## src/rtl/hazard_stall_ctrl.sv

```systemverilog
// Pipeline sequencing controller: load-use stalls, branch flush, data-memory freeze,
// plus a saturating stall-cycle counter for performance debug.
module hazard_stall_ctrl #(
    parameter int REG_AW       = 4,
    parameter int LOAD_STALL   = 1,
    parameter int FLUSH_CYCLES = 1
) (
    input  logic              clock,
    input  logic              reset,
    input  logic [REG_AW-1:0] id_rs,
    input  logic [REG_AW-1:0] id_rt,
    input  logic              id_uses_rt,
    input  logic              ex_mem_read,
    input  logic [REG_AW-1:0] ex_rd,
    input  logic              branch_taken,
    input  logic              mem_busy,
    output logic              pc_hold,
    output logic              if_id_write,
    output logic              if_flush,
    output logic              id_ex_hold,
    output logic              id_ex_bubble,
    output logic              ex_mem_hold,
    output logic [1:0]        ctrl_state,
    output logic [15:0]       stall_cnt
);

    typedef enum logic [1:0] {
        RUN      = 2'd0,
        LD_STALL = 2'd1,
        FLUSH    = 2'd2,
        MEM_WAIT = 2'd3
    } state_t;

    localparam logic [2:0] LS_REM = 3'(LOAD_STALL - 1);
    localparam logic [2:0] FL_REM = 3'(FLUSH_CYCLES);

    state_t     state, nxt_state, ret, nxt_ret, eff;
    logic [2:0] rem, nxt_rem;
    logic       hazard;

    assign hazard = ex_mem_read && (ex_rd != '0) &&
                    ((ex_rd == id_rs) || (id_uses_rt && (ex_rd == id_rt)));

    // After a freeze, the cycle acts as the state we were frozen in
    assign eff = (state == MEM_WAIT) ? ret : state;

    assign ctrl_state = state;

    // State, remaining count, return state
    always_ff @(posedge clock) begin
        if (reset) begin
            state <= RUN;
            rem   <= 3'd0;
            ret   <= RUN;
        end else begin
            state <= nxt_state;
            rem   <= nxt_rem;
            ret   <= nxt_ret;
        end
    end

    // Next-state and same-cycle pipeline controls
    always_comb begin
        pc_hold      = 1'b0;
        if_id_write  = 1'b0;
        if_flush     = 1'b0;
        id_ex_hold   = 1'b0;
        id_ex_bubble = 1'b0;
        ex_mem_hold  = 1'b0;
        nxt_state    = state;
        nxt_rem      = rem;
        nxt_ret      = ret;
        if (reset) begin
            pc_hold      = 1'b1;
            if_flush     = 1'b1;
            id_ex_bubble = 1'b1;
        end else if (mem_busy) begin
            pc_hold     = 1'b1;
            if_id_write = 1'b1;
            id_ex_hold  = 1'b1;
            ex_mem_hold = 1'b1;
            if (state != MEM_WAIT) begin
                nxt_ret   = state;
                nxt_state = MEM_WAIT;
            end
        end else begin
            nxt_state = eff;
            if (branch_taken) begin
                // Branch wins in every non-frozen state; pending stall is dropped
                if_flush     = 1'b1;
                id_ex_bubble = 1'b1;
                nxt_rem      = FL_REM;
                nxt_state    = (FLUSH_CYCLES == 0) ? RUN : FLUSH;
            end else begin
                case (eff)
                    RUN: begin
                        if (hazard) begin
                            pc_hold      = 1'b1;
                            if_id_write  = 1'b1;
                            id_ex_bubble = 1'b1;
                            nxt_rem      = LS_REM;
                            nxt_state    = (LOAD_STALL == 1) ? RUN : LD_STALL;
                        end
                    end
                    LD_STALL: begin
                        pc_hold      = 1'b1;
                        if_id_write  = 1'b1;
                        id_ex_bubble = 1'b1;
                        nxt_rem      = rem - 3'd1;
                        if (rem == 3'd1) nxt_state = RUN;
                    end
                    FLUSH: begin
                        if_flush     = 1'b1;
                        id_ex_bubble = 1'b1;
                        nxt_rem      = rem - 3'd1;
                        if (rem == 3'd1) nxt_state = RUN;
                    end
                    default: nxt_state = RUN;
                endcase
            end
        end
    end

    // Saturating count of non-reset cycles with the PC held
    always_ff @(posedge clock) begin
        if (reset)
            stall_cnt <= 16'd0;
        else if (pc_hold && (stall_cnt != 16'hFFFF))
            stall_cnt <= stall_cnt + 16'd1;
    end

endmodule

```

## config.mk

```make
export PLATFORM = sky130hd
export DESIGN_NAME = hazard_stall_ctrl
export DESIGN_NICKNAME = d
export VERILOG_FILES = /design/src/rtl/hazard_stall_ctrl.sv
export SDC_FILE = /design/constraint.sdc
export NUM_CORES = 1
export LEC_CHECK = 0
export BUFFER_PORTS_ARGS = -buffer_cell sky130_fd_sc_hd__buf_4
export CAP_MARGIN = 20
export CORE_MARGIN = 3
export CORE_UTILIZATION = 45
export DETAILED_ROUTE_END_ITERATION = 7
export GPL_TIMING_DRIVEN = 0
export HOLD_SLACK_MARGIN = 0.08
export PLACE_DENSITY = 0.72
export SLEW_MARGIN = 20
export SYNTH_ARGS = -nofsm -noshare
export SYNTH_HDL_FRONTEND = slang
export SYNTH_SLANG_ARGS = --single-unit
```

## constraint.sdc

```tcl
create_clock -name clock -period 3.2 [get_ports clock]
set_input_delay 0.48 -clock clock [delete_from_list [all_inputs] [get_ports clock]]
set_output_delay 0.48 -clock clock [all_outputs]
set_load 0.1 [all_outputs]
```

# ---- Word level (Yosys, flattened, before mapping)
# Index checks and enable logic that the tools add are counted.
dict set report word_totals {
  romBits 0
  ram_bits 0
  ff_bits 23
  latch_bits 0
  memories 0
}
dict set report classes {
  n_addsub 2
  n_div 0
  n_eq_ne 10
  n_mul 0
  shifts 0
  reduce_logical 11
  bitwise_logic 1
  mux 26
  n_lt_le_gt_ge 0
}
# op n
set ops {}
lappend ops {{$add A16 B1 Y16 const B} 1}
lappend ops {{$ne A16 B16 Y1 const B} 1}
lappend ops {{$mux W1} 14}
lappend ops {{$mux W2} 6}
lappend ops {{$eq A4 B4 Y1} 2}
lappend ops {{$mux W3} 2}
lappend ops {{$pmux W3 S2} 1}
lappend ops {{$eq A2 B2 Y1 const B} 2}
lappend ops {{$logic_and A1 B1 Y1} 4}
lappend ops {{$pmux W1 S2} 2}
lappend ops {{$pmux W2 S2} 1}
lappend ops {{$reduce_bool A4 Y1} 1}
lappend ops {{$eq A3 B1 Y1 const B} 1}
lappend ops {{$ne A3 B3 Y1 const B} 1}
lappend ops {{$reduce_and A3 Y1} 1}
lappend ops {{$reduce_bool A3 Y1} 1}
lappend ops {{$sub A3 B1 Y3 const B} 1}
lappend ops {{$eq A2 B1 Y1 const B} 1}
lappend ops {{$logic_not A2 Y1} 1}
lappend ops {{$ne A2 B1 Y1 const B} 1}
lappend ops {{$ne A2 B2 Y1 const B} 1}
lappend ops {{$reduce_and A2 Y1} 1}
lappend ops {{$reduce_or A2 Y1} 1}
lappend ops {{$logic_or A1 B1 Y1} 1}
lappend ops {{$not A1 Y1} 1}

# ---- Longest topological paths before layout
dict set report logic_depth {
  depth_word 10
  depth_mapped 11
  depth_no_buf 10
}

# ---- Worst setup path after synthesis
# Ideal clock, no wire load.
dict set report synth_timing {
  path_type {register to output}
  start {register state[1], in the netlist ctrl_state[1]}
  end {output id_ex_bubble}
  stages_incl_launch_ff 11
  required_time_ns 2.720
  t_arrival_ns 3.725
  path_slack_ns -1.005
  path_cell_list {dfxtp_1 -> inv_1 -> o21a_1 -> inv_1 -> ha_1 -> nand2_1 -> nor3b_1 -> a22oi_2 -> buf_6 -> a21o_1 -> a21oi_1}
}
dict set report synth_between {
  elab_chain_cells 8
  elab_cells_between_ends 10
  classes_between {eq/ne: 3; mux: 5; reduce/logical: 2}
}
# item line
set synth_rtl {}
lappend synth_rtl {{from (decl)} 37} ;# state_t state, nxt_state, ret, nxt_ret, eff;
lappend synth_rtl {{from (signal assigned)} 56} ;# state <= nxt_state;
lappend synth_rtl {{$eq A2 B2 Y1} 45} ;# assign eff = (state == MEM_WAIT) ? ret : state;
lappend synth_rtl {{$mux W2 (*)} 45}
lappend synth_rtl {{$eq A2 B2 Y1 or $eq A2 B1 Y1 (tied branches)} 95} ;# case (eff)
lappend synth_rtl {{$reduce_or A2 Y1 (no source line)} --}
lappend synth_rtl {{$pmux W1 S2 (*)} 95}
lappend synth_rtl {{$mux W1 (*)} 88} ;# if (branch_taken) begin
lappend synth_rtl {{$mux W1 (*)} 77} ;# end else if (mem_busy) begin
lappend synth_rtl {{$mux W1 (*)} 73} ;# if (reset) begin
lappend synth_rtl {{to (decl)} 21} ;# output logic id_ex_bubble,
# Every way passes the cells marked *; elsewhere a longest branch is shown, timed or not.

# ---- Final worst setup path
# Same ends and word-level chain as after synthesis.

==> metrics.md <==
| Metric | Value |
|---|---|
| Status | finished clean |
| Most frequent cell after synthesis | nor2_1 |
| Worst slew pin tran | 620 ps |
| Max VDD drop | 0.000249 V |
| # DRC | 0 |
| Post-Synth XOR/XNOR Area | 8.66% |
| Prevailing post-synth register cell | dfxtp_1 |
| Pleak | 0.809 nW |
| Top cells by area, synth | dfxtp_1 (30%), nor2_1 (6.4%), ha_1 (5.8%) |
| Die H | 64.1 um |
| CTS sink count | 23 |
| First-pass GRT wire length | 6240 um |
| Row count | 20 |
| WL final | 3660 um |
| Slew Limit Fails | 0 |
| Synth warn | 0 |
| Met2 WL post-DR | 1840 um |
| Initial DRC Count | 48 |
| Final Cycle Share | 91.5% |
| Max-cap violations | 0 |
| Number of enable flip-flop cells after synthesis | 0 |
| Antenna violations before repair | 0 |
| Fin area | 1920 sq um |
| Max Clk Rate | 341 MHz |
| Async SR Flop Fraction | 0% |
| Post-DRT Antenna Nets | 0 |
| Share of layout cells above drive strength 1 | 31.4% |
| Synthesized cell area | 1520 sq um |
| RSZ-0062 raised after global routing | no |
| Flip-flop and latch area | 465 sq um |
| Initial DRT Pass Iterations | 4 |
| Total CTS buffers | 3 |
| Placed Instance Area | 1890 sq um |
| Post-DP HPWL | 2930 um |
| Minimum clock period | 2930 ps |
| Initial core utilization | 48.5% |
| Clk pin slew, worst setup/hold paths | 120 ps |
| CORE AREA | 3130 sq um |
| Area grow syn2layout | 26.5% |
| Main combinational cell family by area after synthesis | simple AND/OR/NAND/NOR gates |
| Endpoint, Worst Hold | rem[2] |
| Syn Nets | 200 |
| WL/cell | 13.9 um |
| Clk_skew | 4.93 ps |
| Final #Nets | 246 |
| Critical path launch point type | register |
| Seq cells post-synth | 23 |
| Yosys cell types | 47 |
| Vias | 1,370 |
| Hold buffers post-CTS | 0 |
| Commonest cells in the netlist | nor2_1 (26), dfxtp_1 (23), a21oi_1 (13) |
| Final setup violation count | 0 |
| Post-synth top area cell | dfxtp_1 |
| M1 wire length | 1640 um |
| Number of instances on the worst hold path | 2 |
| R2r worst-path depth | 10 |
| Top Metal Used | met4 |
| Clk root buf | clkbuf_4 |
| Largest net degree at the start of global routing | 13 |
| Yosys top cell area share | 30.3% |
| Port bufs | 41 |
| Met3 routed WL | 150 um |
| # fillers | 287 |
| Mapped Cells | 175 |
| Setup TNS | 0 ps |
| FF-to-FF setup slack | 720 ps |
| Number of global-route vias before repair | 1,390 |
| Slew HR | 58.5% |
| Hold Crit Start | rem[2] |
| Crit. End Element | primary output |
| Cell Pwr Density | 342 nW/um^2 |
| Post-synthesis area per instance | 8.67 sq um |
| Total die area | 4110 sq um |
| Mean number of vias per cell | 5.19 |
| H-tree levels | 1 |
| Worst Path Arrival | 2450 ps |
| Multi-input logic area | 995 sq um |
| Post-synthesis mux area share | 5.61% |
| Critical path type | register to primary output |
| Adder-cell share of the synthesized area | 5.77% |
| Gr ovfl total | 0 |
| Min-delay worst type | register to register |
| IO Count | 42 |
| CTS tree | done |
| Reg-to-reg endpoint | stall_cnt[9] |
| Synth Area in Simple Gates | 24.9% |
| Post-CTS setup buffers | 0 |
| Seq/Total Area, Yosys | 30.3% |
| Die W | 64.1 um |
| Final core occ | 61.4% |
| Max FO, Critical Path | 10 |
| Final RePlAce weighted congestion | 0.867 |
| Buffer depth of the longest clock path | 2 |
| PostCTS Resize Cnt | 0 |
| Ant diodes | 0 |
| Synth Area in Compound Gates | 20.0% |
| Reg2reg start | ctrl_state[1] |
| Total track usage | 19.0% |
| Worst-Skew Late Latency | 310 ps |
| Final Hold Vio Count | 0 |
| Crit path required time | 2720 ps |
## registers in the layout, summed over array words and instances (netlist names)
name and flops:
ret 2, stall_cnt 16, ctrl_state 2, rem 3
## area by class of cell
type | count | area share, %
tap | 44 | 2.87
multi-input combinational | 136 | 51.8
buffer | 6 | 1.76
clock buffer | 4 | 1.37
timing repair buffer | 41 | 16.0
inverter | 10 | 1.95
sequential | 23 | 24.2
## placed cells by master, fill, tap and decap left out, types with 6 or more instances in the layout
master / synthesis / routed
buf_4: 1 / 42
nor2_1: 26 / 25
dfxtp_1: 23 / 21
a21oi_1: 13 / 12
inv_1: 10 / 10
xnor2_1: 8 / 8
nand2_1: 7 / 7
xor2_1: 7 / 7
ha_1: 7 / 7
nor2b_1: 7 / 6
## layer usage
layer / vias up / global-route usage (%)
li1: 699 / -
met1: 637 / 23.6
met2: 30 / 33.3
met3: 4 / 3.69
met4: 0 / 4.58
met5: - / 0
## critical path: stages (launching register included)
cell and delay, ps:
dfxtp_4 390, inv_1 40, o21a_1 230, inv_1 100, ha_1 200, nand2_1 70
nor3b_1 240, a22oi_2 130, buf_6 170, a21o_1 180, a21oi_2 100, buf_4 290
## power breakdown
| group | total (mW) | switching, mW | internal, mW |
|---|---|---|---|
| logic | 0.218 | 0.150 | 0.0680 |
| registers | 0.304 | 0.00826 | 0.296 |
| clock network | 0.134 | 0.0852 | 0.0486 |
## metrics by stage
stage / total power, mW / cells / hold slack, ps / setup WS, ps
2_1_floorplan: 0.470 / 175 / 459 / 25.0
3_3_place_gp: 0.521 / 260 / 473 / 511
3_5_place_dp: 0.529 / 260 / 482 / 467
4_1_cts: 0.665 / 264 / 474 / 250
5_1_grt: 0.699 / 264 / 488 / 113
6_report: 0.656 / 264 / 495 / 271
## kinds of logic (layout without fill, tap and decap cells)
logic type,count (synthesis),count (layout)
simple gates,69,69
compound gates,39,39
flops,23,23
buf+inv,16,61
xor+xnor,15,15
fa+ha+maj,7,7
mux,6,6
## worst max path at each step
stage | startpoint | end | cells after the start
after floorplan | ctrl_state[0] | id_ex_bubble | 9
after global placement | reset | if_id_write | 6
after detailed placement | reset | if_id_write | 6
after CTS | ctrl_state[1] | id_ex_bubble | 11
after global routing | ctrl_state[1] | id_ex_bubble | 11
final | ctrl_state[1] | id_ex_bubble | 11
Note: power is estimated with default switching activity, not from simulation.
